**config.mk**
```make
export PLATFORM = sky130hd
export DESIGN_NAME = nibble_serializer
export DESIGN_NICKNAME = d
export VERILOG_FILES = /design/src/rtl/nibble_serializer.sv
export SDC_FILE = /design/constraint.sdc
export NUM_CORES = 1
export LEC_CHECK = 0
export ABC_AREA = 1
export BUFFER_PORTS_ARGS = -buffer_cell sky130_fd_sc_hd__buf_2
export CAP_MARGIN = 30
export CORE_AREA = 2 2 39 41
export CTS_CLUSTER_SIZE = 28
export DETAILED_ROUTE_END_ITERATION = 8
export DIE_AREA = 0 0 41 43
export HOLD_SLACK_MARGIN = 0.12
export SLEW_MARGIN = 30
export SYNTH_ARGS = -nofsm -noshare
export SYNTH_HDL_FRONTEND = slang
export SYNTH_SLANG_ARGS = --single-unit
```
**constraint.sdc**
```tcl
create_clock -name clk -period 1.1 [get_ports clk]
set_input_delay 0 -clock clk [delete_from_list [all_inputs] [get_ports clk]]
set_output_delay 0 -clock clk [all_outputs]
set_load 0.02 [all_outputs]
```
**src/rtl/nibble_serializer.sv**
```systemverilog
// Parallel-to-serial converter with valid/ready on both sides.
// A two-state FSM shifts one loaded word out bit by bit and can reload with no bubble cycle.
module nibble_serializer #(
    parameter int WIDTH     = 4,
    parameter bit MSB_FIRST = 1'b0
) (
    input  logic             clk,
    input  logic             reset,
    input  logic [WIDTH-1:0] dataIn,
    input  logic             in_valid,
    output logic             in_ready,
    output logic             bitOut,
    output logic             out_valid,
    input  logic             out_ready,
    output logic             out_last,
    output logic             busy
);
    localparam int CW = (WIDTH > 1) ? $clog2(WIDTH) : 1;

    typedef enum logic {IDLE = 1'b0, SHIFT = 1'b1} state_t;

    state_t           state;
    logic [WIDTH-1:0] shreg;
    logic [CW-1:0]    cnt;
    logic             load;
    logic             xfer;

    // The register is cleared whenever the FSM goes idle, so its output bit reads 0 there.
    assign bitOut   = MSB_FIRST ? shreg[WIDTH-1] : shreg[0];
    assign in_ready = (state == IDLE) | (out_ready & out_last);
    assign load     = in_valid & in_ready;
    assign xfer     = out_valid & out_ready;

    always_ff @(posedge clk) begin
        if (reset) begin
            state     <= IDLE;
            shreg     <= '0;
            cnt       <= '0;
            out_valid <= 1'b0;
            out_last  <= 1'b0;
            busy      <= 1'b0;
        end else begin
            case (state)
                IDLE: begin
                    if (load) begin
                        state     <= SHIFT;
                        shreg     <= dataIn;
                        cnt       <= '0;
                        out_valid <= 1'b1;
                        out_last  <= (WIDTH == 1);
                        busy      <= 1'b1;
                    end
                end
                SHIFT: begin
                    if (xfer) begin
                        if (out_last) begin
                            if (in_valid) begin
                                shreg    <= dataIn;
                                cnt      <= '0;
                                out_last <= (WIDTH == 1);
                            end else begin
                                state     <= IDLE;
                                shreg     <= '0;
                                cnt       <= '0;
                                out_valid <= 1'b0;
                                out_last  <= 1'b0;
                                busy      <= 1'b0;
                            end
                        end else begin
                            shreg    <= MSB_FIRST ? (shreg << 1) : (shreg >> 1);
                            cnt      <= cnt + 1'b1;
                            // The next bit is the last one when the counter is about to reach WIDTH-1.
                            out_last <= (cnt == CW'(WIDTH - 2));
                        end
                    end
                end
                default: state <= IDLE;
            endcase
        end
    end
endmodule

```
==> results.toml, run 1 <==
[outcome]
outcome = "finished, final reports clean"

[yosys]
synth_seq_area_share_pct = 33.6
synth_warnings = 0
yosysUniqueCellTypes = 18
syn_nets = 89
syn_area_per_cell_sq_um = 6.69
synth_area_sq_um = 536
ys_ff_latch = 9
synth_cells = 80

[grt]
antenna_found_initial = 0
grt_max_degree = 12
grt_pass1_vias = 487
grt_overflow = 0
grt_pass1_wl_um = 1930
grtUsageTotal_pct = 16.7

[routing]
postRouteWirelength_um = 1200
ant_nets = 0
dr.pass1.iters = 6
viasPerCell = 4.64
via_count = 547
wl_per_cell_um = 10.1
first_iter_violations = 12
drt_drc_violations_left = 0

[power]
total_power_mw = 0.899
vdd_drop_max_uv = 514
p_per_area_nw_per_um2 = 1250
p_leak_nw = 0.362

[worst_setup_path]
arrival_ps = 1160
cp-end-kind = "flop"
worstSetupEndpoint = "cnt[1]$_SDFFE_PP0P_"
reg2reg_from = "cnt[0]$_SDFFE_PP0P_"
r2r_cells = 5
startpoint = "out_ready"
cp.required_ps = 1260
cp_max_fo = 6
crit_type = "input pin to flop"
crit_path_start_kind = "input pin"
r2r_setup_slack_ps = 120
reg2reg_to = "cnt[1]$_SDFFE_PP0P_"

[cts]
cts.sinks = 9
cts_tree = "done"
clk_latency_ps = 260
clock_tree.buffer_depth = 2
post_cts_buffers = 0
clockRootBuffer = "clkbuf_4"
cts_made_buffers = 3
clk_pin_slew_ps = 60
htree_levels = 1

[layout]
syn2layout_area_growth_pct = 34.8
layout_common_cells = "19 x nor2_1, 12 x nand2_1, 12 x buf_2"
stdcell_count = 118
fillers = 149
nets = 112
mostFrequentLayoutCell = "nor2_1"
multiInputGateArea_sq_um = 302
regArea_sq_um = 184
n_antenna_cell = 0
drive_gt1_share_pct = 34.3

[sta]
slew_headroom_pct = 83.5
worst_pin_slew_ps = 246
fin_crit_sh_pct = 91.2
slew_viol_final = 0
rsz0062_at_grt = "false"
setup_viol_count_final = 0
final.min_clock_period_ps = 1000
skew_ps = 1.62
hold_viol_final = 0
fmax_mhz = 997
fin_tns_setup_ps = 0

[placed_design]
gp_congestion = 0.764
dp.final_hpwl_um = 781
port_buffers = 12
place_inst = 107

[floorplan]
die_w_um = 41
die_y_um = 43
die_area_sq_um = 1760
rows = 14
start_util_pct = 38.7
ios = 13
coreArea_sq_um = 1380

[hold_path]
hp-class = "input pin to flop"
hold_path_startpoint = "reset"

[job]
cap_violations = 0
==> through the flow <==
step | area (sq um) | setup WS (ps) | hold WS (ps) | util [%]
2_1_floorplan | 537 | 18.8 | 139 | -
3_3_place_gp | 602 | 16.7 | 297 | 43.5
3_5_place_dp | 602 | 16.3 | 306 | 43.5
4_1_cts | 688 | 1.77 | 182 | 49.7
5_1_grt | 722 | 33.8 | 235 | 52.2
6_report | 722 | 96.8 | 170 | 52.2
==> logic make-up after synthesis <==
| family | count (synthesis) | synth area share [%] |
|---|---|---|
| AND/OR/NAND/NOR | 48 | 42.8 |
| buffers and inverters | 17 | 15.9 |
| flip-flops | 9 | 33.6 |
| AO/OA/AOI/OAI | 5 | 5.37 |
| adder cells (fa/ha/maj) | 1 | 2.34 |
==> worst max-delay path, stage by stage <==
cell	delay [ps]
dlygate4sd3_1	540
buf_2	140
nand2_2	100
nand2_4	80
nand2_4	130
nand2_1	60
nand2_1	50
nor2_1	50
==> per-layer routing <==
layer | global-route usage, % | up-vias | share of wire, %
met5 | 0 | - | 0
met4 | 12.0 | 0 | 2.8
met3 | 4.71 | 5 | 2.8
met2 | 24.7 | 7 | 51
met1 | 19.3 | 250 | 43
li1 | - | 285 | -
==> final cells by class <==
cell class	count	area share (%)
inverter	14	7.63
multi-input combinational	55	41.8
tap	16	2.77
timing repair buffer	20	18.7
sequential	9	25.5
clock buffer	4	3.64
==> sequential cells by signal (all words and copies together), names as in the netlist <==
signal and flops:
state 1, out_last 1, shreg 4, busy 1, cnt 2
==> worst min-delay path by stage <==
stage	to	slack (ps)	cells past startpoint
6_report	shreg[0]$_SDFFE_PP0P_	170	4
5_1_grt	shreg[0]$_SDFFE_PP0P_	240	4
4_1_cts	shreg[0]$_SDFFE_PP0P_	180	4
3_5_place_dp	state$_SDFF_PP0_	310	3
3_3_place_gp	state$_SDFF_PP0_	300	3
2_1_floorplan	state$_SDFF_PP0_	140	2
==> power breakdown <==
| part | switching [mW] | leakage [nW] | internal [mW] |
|---|---|---|---|
| logic | 0.148 | 0.271 | 0.104 |
| clock network | 0.121 | 0.0150 | 0.140 |
| registers | 0.0262 | 0.0755 | 0.359 |
==> synth_stat cells <==
cell type   n  area (sq um)
a21oi_1     3          15.0
a21oi_2     1          8.76
buf_4       1          7.51
buf_6       2          22.5
clkinv_1    1          3.75
dfxtp_1     9           180
ha_1        1          12.5
inv_1      11          41.3
inv_2       1          3.75
inv_4       1          6.26
nand2_1    13          48.8
nand2_2     6          37.5
nand2_4     1          11.3
nand2_8     1          20.0
nand3_1     6          30.0
nor2_1     19          71.3
nor3_1      2          10.0
o21ai_0     1          5.00
==> repair_timing <==
item | in CTS | in global routing
gates resized for setup | 0 | 7
setup endpoints to repair | 0 | 10
hold buffers | 6 | 0
hold endpoints to repair | 5 | 0
(Power assumes the default switching activity.)
==> run 2: changes to the inputs <==
==> constraint.sdc (replaced) <==
create_clock -name clk -period 1.3 [get_ports clk]
set_input_delay 0 -clock clk [delete_from_list [all_inputs] [get_ports clk]]
set_output_delay 0 -clock clk [all_outputs]
set_load 0.02 [all_outputs]
==> run 2 against run 1 <==
Count of clock-buffer cells in the layout did not move. Die area is the same. Sequential power is 16% lower. Largest cell class unchanged. Non-clock buffer count fell by 2. Highest routed layer unchanged. Sequential cell count stayed put. Global-route usage decreased by 3.3 points. First-iteration DRC count fell by 92%. Sequential share of layout area up 1.3 points. Wire length decreased by 18%. Power fell by 19%. Clock skew rose by 1.8 ps.
==> results.toml, run 2 (same netlist as run 1, synthesis figures left out) <==
[cts]
clk_pin_slew_ps = 60
clockRootBuffer = "clkbuf_4"
cts.sinks = 9
cts_tree = "done"
post_cts_buffers = 0
clk_latency_ps = 260
clock_tree.buffer_depth = 2
cts_made_buffers = 3
htree_levels = 1

[grt]
grt_pass1_vias = 387
grt_max_degree = 12
grt_overflow = 0
grt_pass1_wl_um = 1540
antenna_found_initial = 0
grtUsageTotal_pct = 13.4

[placed_design]
port_buffers = 12
pre_cts_ws_ps = 193
place_inst = 105
gp_congestion = 0.824

[sta]
hold_viol_final = 0
fin_crit_sh_pct = 85.1
slew_headroom_pct = 78.4
worst_pin_slew_ps = 323
skew_ps = 3.39
rsz0062_at_grt = "false"
final.min_clock_period_ps = 1110
fin_tns_setup_ps = 0
fin_ws_ps = 194
slew_viol_final = 0
setup_viol_count_final = 0
fmax_mhz = 904

[layout]
nets = 109
largest-register = "shreg"
multiInputGateArea_sq_um = 270
stdcell_count = 115
fillers = 153
largest_register_ffs = 4
mostFrequentLayoutCell = "nor2_1"
regArea_sq_um = 180
top_regs = "shreg (4), cnt (2)"
drive_gt1_share_pct = 26.3
n_antenna_cell = 0
syn2layout_area_growth_pct = 25.5
layout_common_cells = "19 x nor2_1, 13 x nand2_1, 12 x buf_2"

[job]
cap_violations = 0

[power]
power_frac_comb_pct = 26.0
p_sw_share_pct = 31.2
p_leak_nw = 0.341
power.internal_mw = 0.498
p_per_area_nw_per_um2 = 1080
p_seq_share_pct = 44.6
vdd_drop_max_uv = 605
p_clk_share_pct = 29.4
power_switching_mw = 0.226

[worst_setup_path]
critical_path.cell_chain = "inv_4 -> a21oi_2 -> nor2_1 -> nor2_1 -> nor2_1"
cp.required_ps = 1450
cp-end-kind = "flop"
worstPathBufferInverterCount = 1
crit_type = "flop to flop"
cp_max_fo = 8
crit_path_start_kind = "flop"
cpPeakStageDelay_ps = 510
path_delay_family = "flip-flops"
arrival_ps = 1260
cp_slowest_cell = "dfxtp_1"
cp_common_cell = "nor2_1"

[routing]
drt_drc_violations_left = 0
postRouteWirelength_um = 974
via_count = 499
wl_per_cell_um = 8.47
ant_nets = 0
first_iter_violations = 1
viasPerCell = 4.34
dr.pass1.iters = 3

[floorplan]
start_util_pct = 38.7
ios = 13
die_w_um = 41
die_y_um = 43
die_area_sq_um = 1760
rows = 14
coreArea_sq_um = 1380

[hold_path]
hp-class = "input pin to flop"

[outcome]
outcome = "finished, final reports clean"
[run 2: layout make-up]
| class | count | area share, % |
|---|---|---|
| Timing Repair Buffer | 18 | 17.9 |
| Multi-Input combinational cell | 54 | 40.2 |
| Clock buffer | 4 | 3.91 |
| Inverter | 14 | 8.19 |
| Tap cell | 16 | 2.98 |
| Sequential cell | 9 | 26.8 |
[run 2: worst paths after layout]
path	from	cells after the start	slack [ps]	to
worst max-delay path	state$_SDFF_PP0_	5	190	shreg[1]$_SDFFE_PP0P_
worst min-delay path	reset	4	170	cnt[1]$_SDFFE_PP0P_
worst max register to register	state$_SDFF_PP0_	5	190	shreg[1]$_SDFFE_PP0P_
worst min register to register	shreg[0]$_SDFFE_PP0P_	4	530	shreg[0]$_SDFFE_PP0P_
[run 2: layer usage]
metal / global-route usage, % / share of wire [%]
met1: 16.2 / 48
met2: 18.4 / 47
met3: 9.42 / 4.1
met4: 4.00 / 1.3
met5: 0 / 0
[run 2: power by group through the flow]
stage          clock network [mW]  registers, mW  logic, mW
5_1_grt                     0.244          0.327      0.214
6_report                    0.213          0.323      0.188
3_5_place_dp                    0          0.330      0.176
2_1_floorplan                   0          0.332      0.143
4_1_cts                     0.227          0.323      0.190
3_3_place_gp                    0          0.330      0.175
[run 2: through the flow]
step | utilization, % | instance area (sq um) | total power, mW | hold WS (ps)
6_report | 48.6 | 672 | 0.724 | 169
5_1_grt | 48.6 | 672 | 0.785 | 205
4_1_cts | 48.6 | 672 | 0.741 | 160
3_3_place_gp | 42.3 | 586 | 0.505 | 299
3_5_place_dp | 42.3 | 586 | 0.506 | 307
2_1_floorplan | - | 536 | 0.475 | 139
[run 2: worst reg2reg max path: cells and delay by family, from the launching register on]
family / cells / cell delay (ps)
AOI/OAI and AO/OA: 1 / 200
and+or+nand+nor: 3 / 200
buffers and inverters: 1 / 100
DFF: 1 / 510
[run 2: what timing repair did]
item                                    4_1_cts  5_1_grt
endpoints found under the setup margin        0        0
gates resized for setup                       0        0
hold endpoints to repair                      6        0
hold buffers                                  6        0
